[config.mk]
export PLATFORM = sky130hd
export DESIGN_NAME = seq_slice_adder_ctrl_flat
export DESIGN_NICKNAME = d
export VERILOG_FILES = /design/src/rtl/seq_slice_adder_ctrl_if.sv /design/src/rtl/seq_slice_adder_ctrl.sv /design/src/flat_wrapper.sv
export SDC_FILE = /design/constraint.sdc
export NUM_CORES = 1
export LEC_CHECK = 0
export BUFFER_PORTS_ARGS = -buffer_cell sky130_fd_sc_hd__buf_4
export CORE_UTILIZATION = 35
export CTS_CLUSTER_DIAMETER = 80
export DETAILED_ROUTE_END_ITERATION = 8
export HOLD_SLACK_MARGIN = 0.08
export SYNTH_ARGS = -nofsm -noshare
export SYNTH_HDL_FRONTEND = slang
export SYNTH_SLANG_ARGS = --single-unit
[constraint.sdc]
create_clock -name clk -period 5 [get_ports clk]
set_input_delay 0.75 -clock clk [delete_from_list [all_inputs] [get_ports clk]]
set_output_delay 0.75 -clock clk [all_outputs]
set_load 0.03 [all_outputs]
[src/rtl/seq_slice_adder_ctrl_if.sv]
// rtl/seq_slice_adder_ctrl_if.sv - issue/writeback bundle for the sliced add/subtract controller
//
// Purpose: groups the issue handshake, operands and held result of
//          seq_slice_adder_ctrl so the issuing unit and the controller
//          connect through one port.
// Optional macro: ADDER_CARRY_CHAIN_EN adds the 1-bit chain request.
// Signals:
//   start, a, b, cin, sub, chain  issuer -> controller
//   ready, busy, done             controller -> issuer (status/pulse)
//   sum, cout, ovf                controller -> issuer (held result)
// Modports: master = issuing unit, slave = controller.

interface seq_slice_adder_ctrl_if #(
    parameter int WIDTH = 64
);
    logic             start;
    logic [WIDTH-1:0] a;
    logic [WIDTH-1:0] b;
    logic             cin;
    logic             sub;
`ifdef ADDER_CARRY_CHAIN_EN
    logic             chain;
`endif
    logic             ready;
    logic             busy;
    logic             done;
    logic [WIDTH-1:0] sum;
    logic             cout;
    logic             ovf;

    modport master (
        output start, a, b, cin, sub,
`ifdef ADDER_CARRY_CHAIN_EN
        output chain,
`endif
        input  ready, busy, done, sum, cout, ovf
    );

    modport slave (
        input  start, a, b, cin, sub,
`ifdef ADDER_CARRY_CHAIN_EN
        input  chain,
`endif
        output ready, busy, done, sum, cout, ovf
    );
endinterface

[src/rtl/seq_slice_adder_ctrl.sv]
// rtl/seq_slice_adder_ctrl.sv - multi-cycle add/subtract reusing one SLICE-bit adder slice
//
// Purpose: forms a WIDTH-bit A+B+cin or A-B over NSLICE cycles, LSB slice
//          first, with a start/ready issue handshake and a one-cycle done
//          pulse. sum/cout/ovf are held from done until the next accept.
// Optional macro: ADDER_CARRY_CHAIN_EN - with chain=1 at accept, the carry-in
//          is the cout of the previous completed operation (multi-word add).
// Ports:
//   clk  rising-edge clock
//   rst  synchronous active-high reset
//   bus  seq_slice_adder_ctrl_if.slave (start/a/b/cin/sub[/chain] in,
//        ready/busy/done/sum/cout/ovf out)

module seq_slice_adder_ctrl #(
    parameter  int WIDTH  = 64,
    parameter  int SLICE  = 16,
    localparam int NSLICE = WIDTH / SLICE
) (
    input  logic                         clk,
    input  logic                         rst,
    seq_slice_adder_ctrl_if.slave        bus
);
    localparam int IDXW = (NSLICE > 1) ? $clog2(NSLICE) : 1;

    typedef enum logic [1:0] {
        IDLE = 2'd0,
        RUN  = 2'd1,
        DONE = 2'd2
    } state_t;

    state_t           state;
    logic [IDXW-1:0]  idx;
    logic             carry;
    logic [WIDTH-1:0] op_a;
    logic [WIDTH-1:0] op_b;
    logic [WIDTH-1:0] sum_q;
    logic             cout_q;
    logic             ovf_q;
    logic             done_q;
    logic             busy_q;
    logic             ready_q;

    logic [SLICE-1:0] slice_a;
    logic [SLICE-1:0] slice_b;
    logic [SLICE:0]   slice_full;
    logic             carry_into_msb;
    logic             carry_in_sel;
    logic             last_slice;

    always_comb begin
        slice_a    = op_a[int'(idx)*SLICE +: SLICE];
        slice_b    = op_b[int'(idx)*SLICE +: SLICE];
        slice_full = {1'b0, slice_a} + {1'b0, slice_b} + {{SLICE{1'b0}}, carry};
        // Sum bit = a ^ b ^ carry-in, so the carry into the top bit falls out by XOR.
        carry_into_msb = slice_full[SLICE-1] ^ slice_a[SLICE-1] ^ slice_b[SLICE-1];
        last_slice     = (idx == IDXW'(NSLICE - 1));
    end

    // cout_q only changes on the last slice edge (or reset), so it always holds
    // the carry of the previous completed operation.
    always_comb begin
        carry_in_sel = bus.sub ? 1'b1 : bus.cin;
`ifdef ADDER_CARRY_CHAIN_EN
        if (bus.chain) begin
            carry_in_sel = cout_q;
        end
`endif
    end

    always_ff @(posedge clk) begin
        if (rst) begin
            state   <= IDLE;
            idx     <= '0;
            carry   <= 1'b0;
            op_a    <= '0;
            op_b    <= '0;
            sum_q   <= '0;
            cout_q  <= 1'b0;
            ovf_q   <= 1'b0;
            done_q  <= 1'b0;
            busy_q  <= 1'b0;
            ready_q <= 1'b1;
        end else begin
            case (state)
                IDLE: begin
                    if (bus.start) begin
                        op_a    <= bus.a;
                        op_b    <= bus.sub ? ~bus.b : bus.b;
                        carry   <= carry_in_sel;
                        idx     <= '0;
                        state   <= RUN;
                        ready_q <= 1'b0;
                        busy_q  <= 1'b1;
                    end
                end
                RUN: begin
                    sum_q[int'(idx)*SLICE +: SLICE] <= slice_full[SLICE-1:0];
                    carry <= slice_full[SLICE];
                    if (last_slice) begin
                        cout_q <= slice_full[SLICE];
                        ovf_q  <= slice_full[SLICE] ^ carry_into_msb;
                        done_q <= 1'b1;
                        busy_q <= 1'b0;
                        idx    <= '0;
                        state  <= DONE;
                    end else begin
                        idx <= idx + 1'b1;
                    end
                end
                DONE: begin
                    done_q  <= 1'b0;
                    ready_q <= 1'b1;
                    state   <= IDLE;
                end
                default: begin
                    state   <= IDLE;
                    done_q  <= 1'b0;
                    busy_q  <= 1'b0;
                    ready_q <= 1'b1;
                end
            endcase
        end
    end

    assign bus.ready = ready_q;
    assign bus.busy  = busy_q;
    assign bus.done  = done_q;
    assign bus.sum   = sum_q;
    assign bus.cout  = cout_q;
    assign bus.ovf   = ovf_q;
endmodule

[src/flat_wrapper.sv]
// flat-port wrapper written by rule: the top's interface ports become plain ports
module seq_slice_adder_ctrl_flat 
#(
    parameter  int WIDTH  = 64,
    parameter  int SLICE  = 16,
    localparam int NSLICE = WIDTH / SLICE
)
  (clk, rst, bus_start, bus_a, bus_b, bus_cin, bus_sub, bus_ready, bus_busy, bus_done, bus_sum, bus_cout, bus_ovf);
  seq_slice_adder_ctrl_if #(.WIDTH(WIDTH)) bus_i ();
  input  logic clk;
  input  logic rst;
  input wire logic [$bits(bus_i.start)-1:0] bus_start;
  input wire logic [$bits(bus_i.a)-1:0] bus_a;
  input wire logic [$bits(bus_i.b)-1:0] bus_b;
  input wire logic [$bits(bus_i.cin)-1:0] bus_cin;
  input wire logic [$bits(bus_i.sub)-1:0] bus_sub;
  output wire logic [$bits(bus_i.ready)-1:0] bus_ready;
  output wire logic [$bits(bus_i.busy)-1:0] bus_busy;
  output wire logic [$bits(bus_i.done)-1:0] bus_done;
  output wire logic [$bits(bus_i.sum)-1:0] bus_sum;
  output wire logic [$bits(bus_i.cout)-1:0] bus_cout;
  output wire logic [$bits(bus_i.ovf)-1:0] bus_ovf;
  assign bus_i.start = bus_start;
  assign bus_i.a = bus_a;
  assign bus_i.b = bus_b;
  assign bus_i.cin = bus_cin;
  assign bus_i.sub = bus_sub;
  assign bus_ready = bus_i.ready;
  assign bus_busy = bus_i.busy;
  assign bus_done = bus_i.done;
  assign bus_sum = bus_i.sum;
  assign bus_cout = bus_i.cout;
  assign bus_ovf = bus_i.ovf;
  seq_slice_adder_ctrl #(.WIDTH(WIDTH), .SLICE(SLICE)) u_core (.clk(clk), .rst(rst), .bus(bus_i));
endmodule
After elaboration in Yosys (flattened, before gate mapping)
Cells that the tools add are included.
{"block": "op_classes", "add_sub_neg": 4, "eq_ne": 5, "n_shift": 4, "mux": 18, "bitwise": 7, "n_reduce_logical": 9}
{"cell": "variable part select 64 x 7 -> 16 bit", "count": 2}
{"cell": "bitwise mux 64 bit", "count": 1}
{"cell": "2-to-1 mux 64 bit", "count": 1}
{"cell": "inverter 64 bit", "count": 1}
{"cell": "variable shift 16 x 33 -> 64 bit (first input constant)", "count": 1}
{"cell": "variable part select 16 x 33 -> 64 bit", "count": 1}
{"cell": "negation 6 -> 33 bit", "count": 1}
{"cell": "adder 16 x 16 -> 17 bit", "count": 1}
{"cell": "adder 17 x 1 -> 17 bit", "count": 1}
{"cell": "AND reduction 2 bit", "count": 6}
{"cell": "2-to-1 mux 2 bit", "count": 4}
{"cell": "one-hot mux 2 bit (2 select lines)", "count": 2}
{"cell": "2-to-1 mux 1 bit", "count": 6}
{"cell": "one-hot mux 1 bit (2 select lines)", "count": 3}
{"cell": "equality test 2 bit (second input constant)", "count": 2}
{"cell": "inverter 1 bit", "count": 3}
{"cell": "one-hot mux 1 bit (3 select lines)", "count": 1}
{"cell": "AND reduction 3 bit", "count": 1}
{"cell": "XOR 1 bit", "count": 3}
{"cell": "adder 2 x 1 -> 2 bit (second input constant)", "count": 1}
{"cell": "equality test 2 x 1 -> 1 bit (second input constant)", "count": 1}
{"cell": "logical NOT 2 bit", "count": 1}
{"cell": "!= test 2 x 1 -> 1 bit (second input constant)", "count": 1}
{"cell": "!= test 2 bit (second input constant)", "count": 1}
{"cell": "nonzero test 2 bit", "count": 1}
{"block": "word_totals", "register_bits": 202, "inputBits": 133, "output_inout_bits": 69, "wordCells": 58}

Logic depth before layout (Yosys ltp)
Gate-level depths: netlist (run 1).
{"block": "depth", "ltp_word": 6, "ltp_mapped": 13, "ltp_nobuf": 11}

Worst setup path before layout (run 1)
OpenSTA, ideal clock, no wires.
{"block": "synth_path", "kind": "flip-flop to flip-flop", "start": "register u_core.idx[0]", "end": "register u_core.ovf_q (netlist: u_core.bus.ovf)", "setup_ps": 79, "arrival_ps": 4450, "required_ps": 4921, "path_slack_ps": 471, "stages_incl_launch_ff": 14, "n_path_buf": 2, "period_less_slack_ps": 4529, "path_cell_list": "dfxtp_1 -> buf_1 -> clkbuf_1 -> mux4_2 -> fa_1 -> inv_1 -> fa_1 -> nor2b_4 -> o31a_1 -> o31a_1 -> or4_4 -> a41oi_2 -> xnor3_1 -> a211oi_2"}
{"block": "synth_between", "elab_chain_len": 6, "elab_cells_between_ends": 9, "classes_between": "add/sub (2); eq/ne (1); shift (2); bitwise (3); reduce/logical (1)"}
{"item": "from (decl)", "line": "seq_slice_adder_ctrl.sv:32", "source": "logic [IDXW-1:0] idx;"}
{"item": "from (signal assigned)", "line": "seq_slice_adder_ctrl.sv:107", "source": "idx <= idx + 1'b1;"}
{"item": "variable part select 64 x 7 -> 16 bit (on tied branches)", "line": "seq_slice_adder_ctrl.sv:51, seq_slice_adder_ctrl.sv:52"}
{"item": "adder 16 x 16 -> 17 bit", "line": "seq_slice_adder_ctrl.sv:53", "source": "slice_full = {1'b0, slice_a} + {1'b0, slice_b} + {{SLICE{1'b0}}, carry};"}
{"item": "adder 17 x 1 -> 17 bit", "line": "seq_slice_adder_ctrl.sv:53"}
{"item": "XOR 1 bit (2 in a row)", "line": "seq_slice_adder_ctrl.sv:55", "source": "carry_into_msb = slice_full[SLICE-1] ^ slice_a[SLICE-1] ^ slice_b[SLICE-1];"}
{"item": "XOR 1 bit", "line": "seq_slice_adder_ctrl.sv:101", "source": "ovf_q <= slice_full[SLICE] ^ carry_into_msb;"}
{"item": "to (signal assigned)", "line": "seq_slice_adder_ctrl.sv:101"}
{"item": "to (decl)", "line": "seq_slice_adder_ctrl.sv:38", "source": "logic ovf_q;"}
Several ways; a longest one is shown, not always the timed one.
A chain may end at the register's enable or synchronous reset.

Worst setup path in the final report (run 1)
Ends and elaborated chain as after synthesis.

==> flow_summary.toml, run 1 <==
[placed_design]
io_buffer_count = 201
gp_congestion = 0.868
place_inst = 1459
dp_hpwl_um = 20500

[timing]
timing_hold_violations_final = 0
unrepaired_setup_endpoints_after_global_routing = "false"
fin_crit_sh_pct = 83.5
timing_worst_slew_pin_value_ns = 1.05
fin_crit_ns = 4.17
fin_worst_skew_ns = 0.0189
relSlewSlack_pct = 29.8
hold_ws_ns = 0.453
slew_violations = 0
final-setup-viol-count = 0
final.setup.tns_ns = 0
fmax_mhz = 240

[worst_hold_path]
hold_path_depth = 2
min-delay-path-class = "reg2reg"
worst_hold_startpoint = "u_core.op_a[21]"
worst_hold_path.endpoint = "u_core.op_a[21]"

[cells_and_area]
multiInputGateArea_um2 = 4720
layout-area-overhead-vs-synth_pct = 27.7
final.fill_count = 2508
antenna_cells_inserted = 0
fin_nets = 1310
seqCellArea_um2 = 4050
drive_gt1_share_pct = 25.0
stdcell_count = 1500

[logic_synthesis]
yosys_warnings = 0
synth.distinct_cells = 46
netlist_top_cells_area = "dfxtp_1 (45%), mux4_2 (7.9%), xnor2_1 (6.8%)"
yosys-top-cells-count = "dfxtp_1 (202), nand2_1 (147), nor2_1 (134)"
dominantRegCellSynth = "dfxtp_1"
synth_async_sr_flop_share_pct = 0
postSynthRegisterBits = 202
synth_top_area_share_pct = 44.5
synth.net_count = 1152
synth_enable_flop_cells = 0
post_synth_inst_count = 996
synth_most_common_cell = "dfxtp_1"
seq_area_frac_synth_pct = 44.5
yosys.area.top_type = "dfxtp_1"
post_synth.cell_area_avg_um2 = 9.12
synth.cell_area_um2 = 9080

[floorplanning]
die-height_um = 163
io_pins = 202
initial_core_util_pct = 35.9
die_area_um2 = 26600
design.core.area_um2 = 25300
placement_rows = 58
floorplan.die.width_um = 163

[pwr]
leakagePower_nw = 4.57
share_of_total_power_in_combinational_logic_pct = 16.2
power.net_switching_mw = 1.15
internal_power_mw = 3.04
p_clk_share_pct = 41.3
switching_share_pct = 27.4
pwr_density_cell_nw_per_um2 = 360
sequentialPowerShare_pct = 42.5
max-vdd-ir-drop_v = 0.000256

[worst_setup_path]
timing.reg2reg.worst_path_depth = 10
worstPathArrival_ns = 4.61
regToRegEndpoint = "u_core.bus.ovf"
cp_common_cell = "o31a_1"
cp_slowest_cell = "dfxtp_2"
rr_startpoint = "u_core.idx[0]"
end_kind = "flip-flop"
setup.worst_path.start_class = "flip-flop"
worst_ep_required_time_ns = 5.44
worst_path_largest_cell_delay_ns = 0.58
timing.critical_path.cells = "buf_4, mux4_2, ha_1, nor2b_4, o31a_1, o31a_1, or4_4, a41oi_2, xnor3_1, a211oi_2"
worst-path-max-fanout = 28
rrSetupSlack_ns = 0.83
timing.setup.critical_path_class = "reg2reg"

[clock_tree]
cts_setup_buffers = 0
cts_sinks = 202
cts_tree = "done"
hold_buffers = 0
cts-resized-gates = 0
cts_htree_levels = 1
worstSkewPairLatency_ns = 0.52
clk_pin_slew_worst_paths_ns = 0.06
numCtsBuffers = 23
ctsRootBufferMaster = "clkbuf_16"
max-clock-path-buffers = 3

[route]
wl_um = 27400
drt_pass1_iterations = 5
route.detailed.wl_per_inst_um = 18.2
drcViolationCount = 0
vias_per_cell = 5.17
detail_route.iter0.violations = 611
final_antenna_net_count = 0
vias = 7762

[global_route]
pin_count_of_the_biggest_net_entering_global_routing = 186
grt_ovf = 0
grt_pass1_wl_um = 41900
grt_util_all_layers_pct = 20.5
via_count_of_the_first_global_routing_pass = 7330
antenna_found_initial = 0

[flow_run]
timing.max_cap.violations = 0

[run_status]
outcome = "completed"
## critical path, delay by kind of cell, from the launching register on
family | cells | cell delay [ns]
compound gates | 4 | 1.06
buf+inv | 1 | 0.51
xor+xnor | 1 | 0.37
mux | 1 | 0.57
flops | 1 | 0.58
simple gates | 2 | 0.63
fa+ha+maj | 1 | 0.37
## final cells by class
cell class	count	share of cell area, %
timing repair buffer	211	13.8
clock inverter	14	1.38
tap	330	3.56
sequential	202	34.9
inverter	10	0.324
clock buffer	27	5.35
multi-input combinational	706	40.7
## registers in the layout, indices dropped and copies added, names as in the netlist
| signal | cells |
|---|---|
| u_core.state | 2 |
| u_core.bus.done | 1 |
| u_core.bus.ovf | 1 |
| u_core.op_b | 64 |
| u_core.bus.sum | 64 |
| u_core.bus.ready | 1 |
| u_core.carry | 1 |
| u_core.op_a | 64 |
| u_core.bus.cout | 1 |
| u_core.idx | 2 |
| u_core.bus.busy | 1 |
## power by group through the flow
stage / Combinational, mW / Sequential (mW) / Clock, mW
6_report: 0.676 / 1.78 / 1.73
5_1_grt: 0.744 / 1.78 / 1.82
4_1_cts: 0.681 / 1.78 / 1.76
3_5_place_dp: 0.680 / 1.81 / 0
3_3_place_gp: 0.672 / 1.81 / 0
2_1_floorplan: 0.431 / 1.79 / 0
## worst max-delay path by stage
stage	start	endpoint	cells past startpoint
after floorplan	u_core.idx[0]	u_core.bus.ovf	13
after global placement	u_core.idx[0]	u_core.bus.ovf	10
after detailed placement	u_core.idx[0]	u_core.bus.ovf	10
after CTS	u_core.idx[0]	u_core.bus.ovf	10
after global routing	u_core.idx[0]	u_core.bus.ovf	9
final	u_core.idx[0]	u_core.bus.ovf	10
## stage by stage
step | power, mW | util (%) | setup WS (ns) | instance area, um2
2_1_floorplan | 2.22 | - | 0.471 | 9080
5_1_grt | 4.34 | 45.8 | 0.518 | 11600
4_1_cts | 4.21 | 45.8 | 0.788 | 11600
6_report | 4.18 | 45.8 | 0.825 | 11600
3_3_place_gp | 2.48 | 42.7 | 0.871 | 10800
3_5_place_dp | 2.49 | 42.7 | 0.805 | 10800
## cell families after synthesis
kind of cell	after synthesis	share of synthesized area, %
AO/OA/AOI/OAI	248	18.2
XOR/XNOR	76	7.48
adder cells (fa/ha/maj)	23	3.33
buffers and inverters	88	3.64
flip-flops	202	44.5
multiplexers	32	7.93
AND/OR/NAND/NOR	327	14.9
## layer usage
layer	vias to the layer above	GRT usage [%]	share of wire [%]
met2	262	32.0	44
met1	3622	29.2	47
met3	38	3.22	6.3
li1	3840	-	-
met5	-	0	0
met4	0	5.78	2.8
## layout by cell type (no fill, tap or decap), types with 9 or more instances in the layout
cell / n
a211oi_1: 66
a21oi_1: 85
a22oi_1: 44
buf_4: 209
clkbuf_16: 23
dfxtp_1: 200
ha_1: 21
inv_1: 10
mux4_2: 32
nand2_1: 147
nor2_1: 133
o21ai_0: 11
o31ai_1: 9
xnor2_1: 71
No activity file was read; power rests on OpenSTA's default activity.
==> run 2, diff against run 1 <==
clock period = 4.18 ns   (was 5 ns; I/O delays follow)
==> flow_summary.toml, run 2 (synthesis results as in run 1) <==
[run_status]
outcome = "completed"

[worst_setup_path]
cp_common_cell = "o31a_1"
worst_ep_required_time_ns = 4.60
timing.reg2reg.worst_path_depth = 10
cp_slowest_cell = "mux4_2"
timing.critical_path.cells = "buf_4, mux4_2, ha_1, nor2b_4, o31a_1, o31a_1, or4_4, a41oi_2, xnor3_1, a211oi_2"
regToRegEndpoint = "u_core.bus.ovf"
worstPathArrival_ns = 4.21
rr_startpoint = "u_core.idx[0]"
worst-path-max-fanout = 21
worst_path_largest_cell_delay_ns = 0.58
setup.worst_path.start_class = "flip-flop"
timing.setup.critical_path_class = "reg2reg"
rrSetupSlack_ns = 0.39
end_kind = "flip-flop"

[timing]
relSlewSlack_pct = 33.8
timing_worst_slew_pin_value_ns = 0.993
fin_worst_skew_ns = 0.00805
slew_violations = 0
unrepaired_setup_endpoints_after_global_routing = "false"
final-setup-viol-count = 0
fmax_mhz = 264
timing_hold_violations_final = 0
fin_crit_sh_pct = 90.6
timing.final.ws_setup_ns = 0.393
fin_crit_ns = 3.79
final.setup.tns_ns = 0

[clock_tree]
clk_pin_slew_worst_paths_ns = 0.06
cts_htree_levels = 1
hold_buffers = 0
cts_setup_buffers = 0
cts_sinks = 202
numCtsBuffers = 23
worstSkewPairLatency_ns = 0.51
ctsRootBufferMaster = "clkbuf_16"
cts-resized-gates = 0
max-clock-path-buffers = 3
cts_tree = "done"

[route]
route.detailed.wl_per_inst_um = 17.3
detail_route.iter0.violations = 573
wl_um = 26100
drt_pass1_iterations = 5
drcViolationCount = 0
vias_per_cell = 5.18
vias = 7793
final_antenna_net_count = 0

[global_route]
via_count_of_the_first_global_routing_pass = 7275
busiest_layer = "met2"
grt_pass1_wl_um = 40300
groute.layer.met1.usage_pct = 28.5
antenna_found_initial = 0
pin_count_of_the_biggest_net_entering_global_routing = 156
grt_util_met2_pct = 30.0
grt_ovf = 0
use_met3_pct = 3.05
grt_util_all_layers_pct = 19.5

[floorplanning]
floorplan.die.width_um = 163
initial_core_util_pct = 35.9
io_pins = 202
placement_rows = 58
die-height_um = 163
die_area_um2 = 26600
design.core.area_um2 = 25300

[placed_design]
pre_cts_slack_ns = 0.395
io_buffer_count = 201
place_inst = 1464
gp_congestion = 0.835
dp_hpwl_um = 19000

[pwr]
max-vdd-ir-drop_v = 0.000281
pwr_density_cell_nw_per_um2 = 429
leakagePower_nw = 4.61

[cells_and_area]
stdcell_count = 1504
layout-area-overhead-vs-synth_pct = 28.3
highest_count_cells_in_the_layout_ignoring_fill_and_taps = "buf_4 (213), dfxtp_1 (200), nand2_1 (147)"
layout.cells.most_common = "buf_4"
antenna_cells_inserted = 0
drive_gt1_share_pct = 25.2
fin_nets = 1315

[flow_run]
timing.max_cap.violations = 0

[worst_hold_path]
hold_path_depth = 3
min-delay-path-class = "in2reg"
worst_hold_startpoint = "bus_a[55]"
worst_hold_path.endpoint = "u_core.op_a[55]"
==> run 2: changes by cell type in the layout (fill, tap and decap cells not counted), sizes merged <==
cell | previous run | this run
clkinv | 7 | 5
buf | 211 | 216
clkbuf | 27 | 30
clkinvlp | 3 | 1
==> run 2: per-layer routing <==
metal  wire length [um]  vias to the layer above
met5                  0                        -
met4                530                        0
met3               1520                       36
met2              11500                      246
met1              12500                     3676
li1                   -                     3835
==> run 2: worst max path at each step <==
| stage | start | endpoint | slack, ns | cells past startpoint |
|---|---|---|---|---|
| finish | u_core.idx[0] | u_core.bus.ovf | 0.39 | 10 |
| global route | u_core.idx[0] | u_core.bus.ovf | 0.23 | 10 |
| CTS | u_core.idx[0] | u_core.bus.ovf | 0.37 | 10 |
| detailed placement | u_core.idx[0] | u_core.bus.ovf | 0.40 | 10 |
| global placement | u_core.idx[0] | u_core.bus.ovf | 0.45 | 10 |
| floorplan | u_core.idx[0] | u_core.bus.ovf | 0.12 | 13 |
==> run 2: area by class of cell <==
cell class	count	area [um2]
Sequential cell	202	4050
Tap cell	330	413
Multi-Input combinational cell	706	4720
Inverter	10	37.5
Fill cell	2503	13700
Timing Repair Buffer	216	1650
Clock buffer	30	652
Clock inverter	10	135
==> run 2: worst max-delay path: cells and delay by family, from the launching register on <==
kind | cells | cell delay, ns
AND/OR/NAND/NOR | 2 | 0.63
XOR/XNOR | 1 | 0.36
AO/OA/AOI/OAI | 4 | 1.02
flip-flops | 1 | 0.37
multiplexers | 1 | 0.58
adder cells (fa/ha/maj) | 1 | 0.38
buffers and inverters | 1 | 0.35
==> run 2: where the power goes <==
| group | internal, mW | total, mW | switching (mW) |
|---|---|---|---|
| clock | 1.28 | 2.07 | 0.792 |
| sequential | 2.04 | 2.11 | 0.0700 |
| combinational | 0.353 | 0.823 | 0.470 |
| total | 3.67 | 5.00 | 1.33 |
==> run 2: stage by stage <==
stage	area [um2]	util [%]	total power, mW	hold slack (ns)
floorplan	9090	-	2.65	0.433
global placement	10900	42.9	2.96	0.441
detailed placement	10900	42.9	2.98	0.445
CTS	11700	46.0	5.04	0.360
global route	11700	46.0	5.21	0.360
finish	11700	46.0	5.00	0.365
==> run 3, diff against run 2 <==
BUFFER_PORTS_ARGS = not set   (was -buffer_cell sky130_fd_sc_hd__buf_4)
DONT_BUFFER_PORTS = 1   (was not set)
==> flow_summary.toml, run 3 (synthesis results as in run 1) <==
[clock_tree]
clk_pin_slew_worst_paths_ns = 0.06
ctsRootBufferMaster = "clkbuf_16"
cts_htree_levels = 1
cts-resized-gates = 0
cts_setup_buffers = 0
cts_sinks = 202
numCtsBuffers = 23
worstSkewPairLatency_ns = 0.53
max-clock-path-buffers = 3
cts_tree = "done"
hold_buffers = 0

[pwr]
pwr_density_cell_nw_per_um2 = 476
max-vdd-ir-drop_v = 0.000339
leakagePower_nw = 3.59

[run_status]
outcome = "completed"

[worst_setup_path]
worst-path-max-fanout = 15
end_kind = "flip-flop"
timing.setup.critical_path_class = "reg2reg"
worst_ep_required_time_ns = 4.63
setup.worst_path.start_class = "flip-flop"
worstPathArrival_ns = 4.34

[timing]
fmax_mhz = 257
timing_hold_violations_final = 0
timing_worst_slew_pin_value_ns = 0.786
relSlewSlack_pct = 47.5
fin_crit_ns = 3.89
fin_crit_sh_pct = 93.1
final.setup.tns_ns = 0
final-setup-viol-count = 0
slew_violations = 0
fin_worst_skew_ns = 0.0225
unrepaired_setup_endpoints_after_global_routing = "false"

[floorplanning]
io_pins = 202
floorplan.die.width_um = 163
initial_core_util_pct = 35.9
die-height_um = 163
design.core.area_um2 = 25300
placement_rows = 58
die_area_um2 = 26600

[route]
route.detailed.wl_per_inst_um = 19.6
met2_length_um = 11000
drcViolationCount = 0
detail_route.iter0.violations = 642
wl_um = 25500
drt_pass1_iterations = 5
wl_met3_um = 1880
top_layer_used = "met5"
detail_route.wirelength.met1_um = 12000
vias_per_cell = 5.40
final_antenna_net_count = 0
vias = 7041

[cells_and_area]
layout.cells.most_common = "dfxtp_1"
final.fill_count = 2549
drive_gt1_share_pct = 9.46
antenna_cells_inserted = 0
fin_nets = 1114
highest_count_cells_in_the_layout_ignoring_fill_and_taps = "dfxtp_1 (200), nand2_1 (147), nor2_1 (133)"
final_util_pct = 40.0
layout-area-overhead-vs-synth_pct = 11.5

[worst_hold_path]
min-delay-path-class = "in2reg"

[global_route]
via_count_of_the_first_global_routing_pass = 6428
grt_pass1_wl_um = 38400
pin_count_of_the_biggest_net_entering_global_routing = 209
antenna_found_initial = 1
grt_ovf = 0
grt_util_all_layers_pct = 18.9

[placed_design]
io_buffer_count = 0
dp_hpwl_um = 18300
gp_congestion = 0.869

[flow_run]
timing.max_cap.violations = 0
run 3: worst max-delay path: stages, from the launching register on:
cell	delay, ns
dfxtp_2	0.50
buf_4	0.32
buf_4	0.29
mux4_2	0.53
ha_1	0.35
a21oi_1	0.27
a21boi_0	0.17
a2111oi_0	0.38
nor2_1	0.11
xor2_1	0.22
xnor3_1	0.45
a211oi_2	0.21
run 3: layout make-up:
class	instances	area, um2	share of cell area [%]
inverter	10	37.5	0.371
sequential	202	4050	40.0
timing repair buffer	15	138	1.36
tap	330	413	4.08
clock inverter	4	67.6	0.667
multi-input combinational	706	4720	46.6
clock buffer	36	704	6.95
run 3: stage by stage:
| step | setup WS [ns] | instances | area, um2 | total power [mW] | hold slack, ns |
|---|---|---|---|---|---|
| floorplan | 0.120 | 996 | 9090 | 2.65 | 0.433 |
| global placement | 0.366 | 1263 | 9360 | 2.82 | 0.437 |
| detailed placement | 0.266 | 1263 | 9360 | 2.82 | 0.444 |
| CTS | 0.244 | 1303 | 10100 | 4.87 | 0.165 |
| global route | 0.0253 | 1303 | 10100 | 5.01 | 0.178 |
| finish | 0.290 | 1303 | 10100 | 4.82 | 0.191 |
run 3: final timing paths:
path | start | endpoint | slack [ns] | cells after the start
max | u_core.idx[0] | u_core.bus.ovf | 0.29 | 11
min reg2reg | u_core.op_a[60] | u_core.op_a[60] | 0.45 | 2
min | rst | u_core.op_b[11] | 0.19 | 1
max reg2reg | u_core.idx[0] | u_core.bus.ovf | 0.29 | 11
run 3: where the power goes:
part | internal [mW] | switching, mW
clock network | 1.22 | 0.816
registers | 2.04 | 0.100
logic | 0.264 | 0.377
total | 3.52 | 1.29
run 3: per-layer routing:
| metal | vias to the layer above | track usage (%) |
|---|---|---|
| li1 | 3446 | - |
| met1 | 3328 | 27.4 |
| met2 | 231 | 28.2 |
| met3 | 34 | 4.14 |
| met4 | 2 | 4.50 |
| met5 | - | 0 |
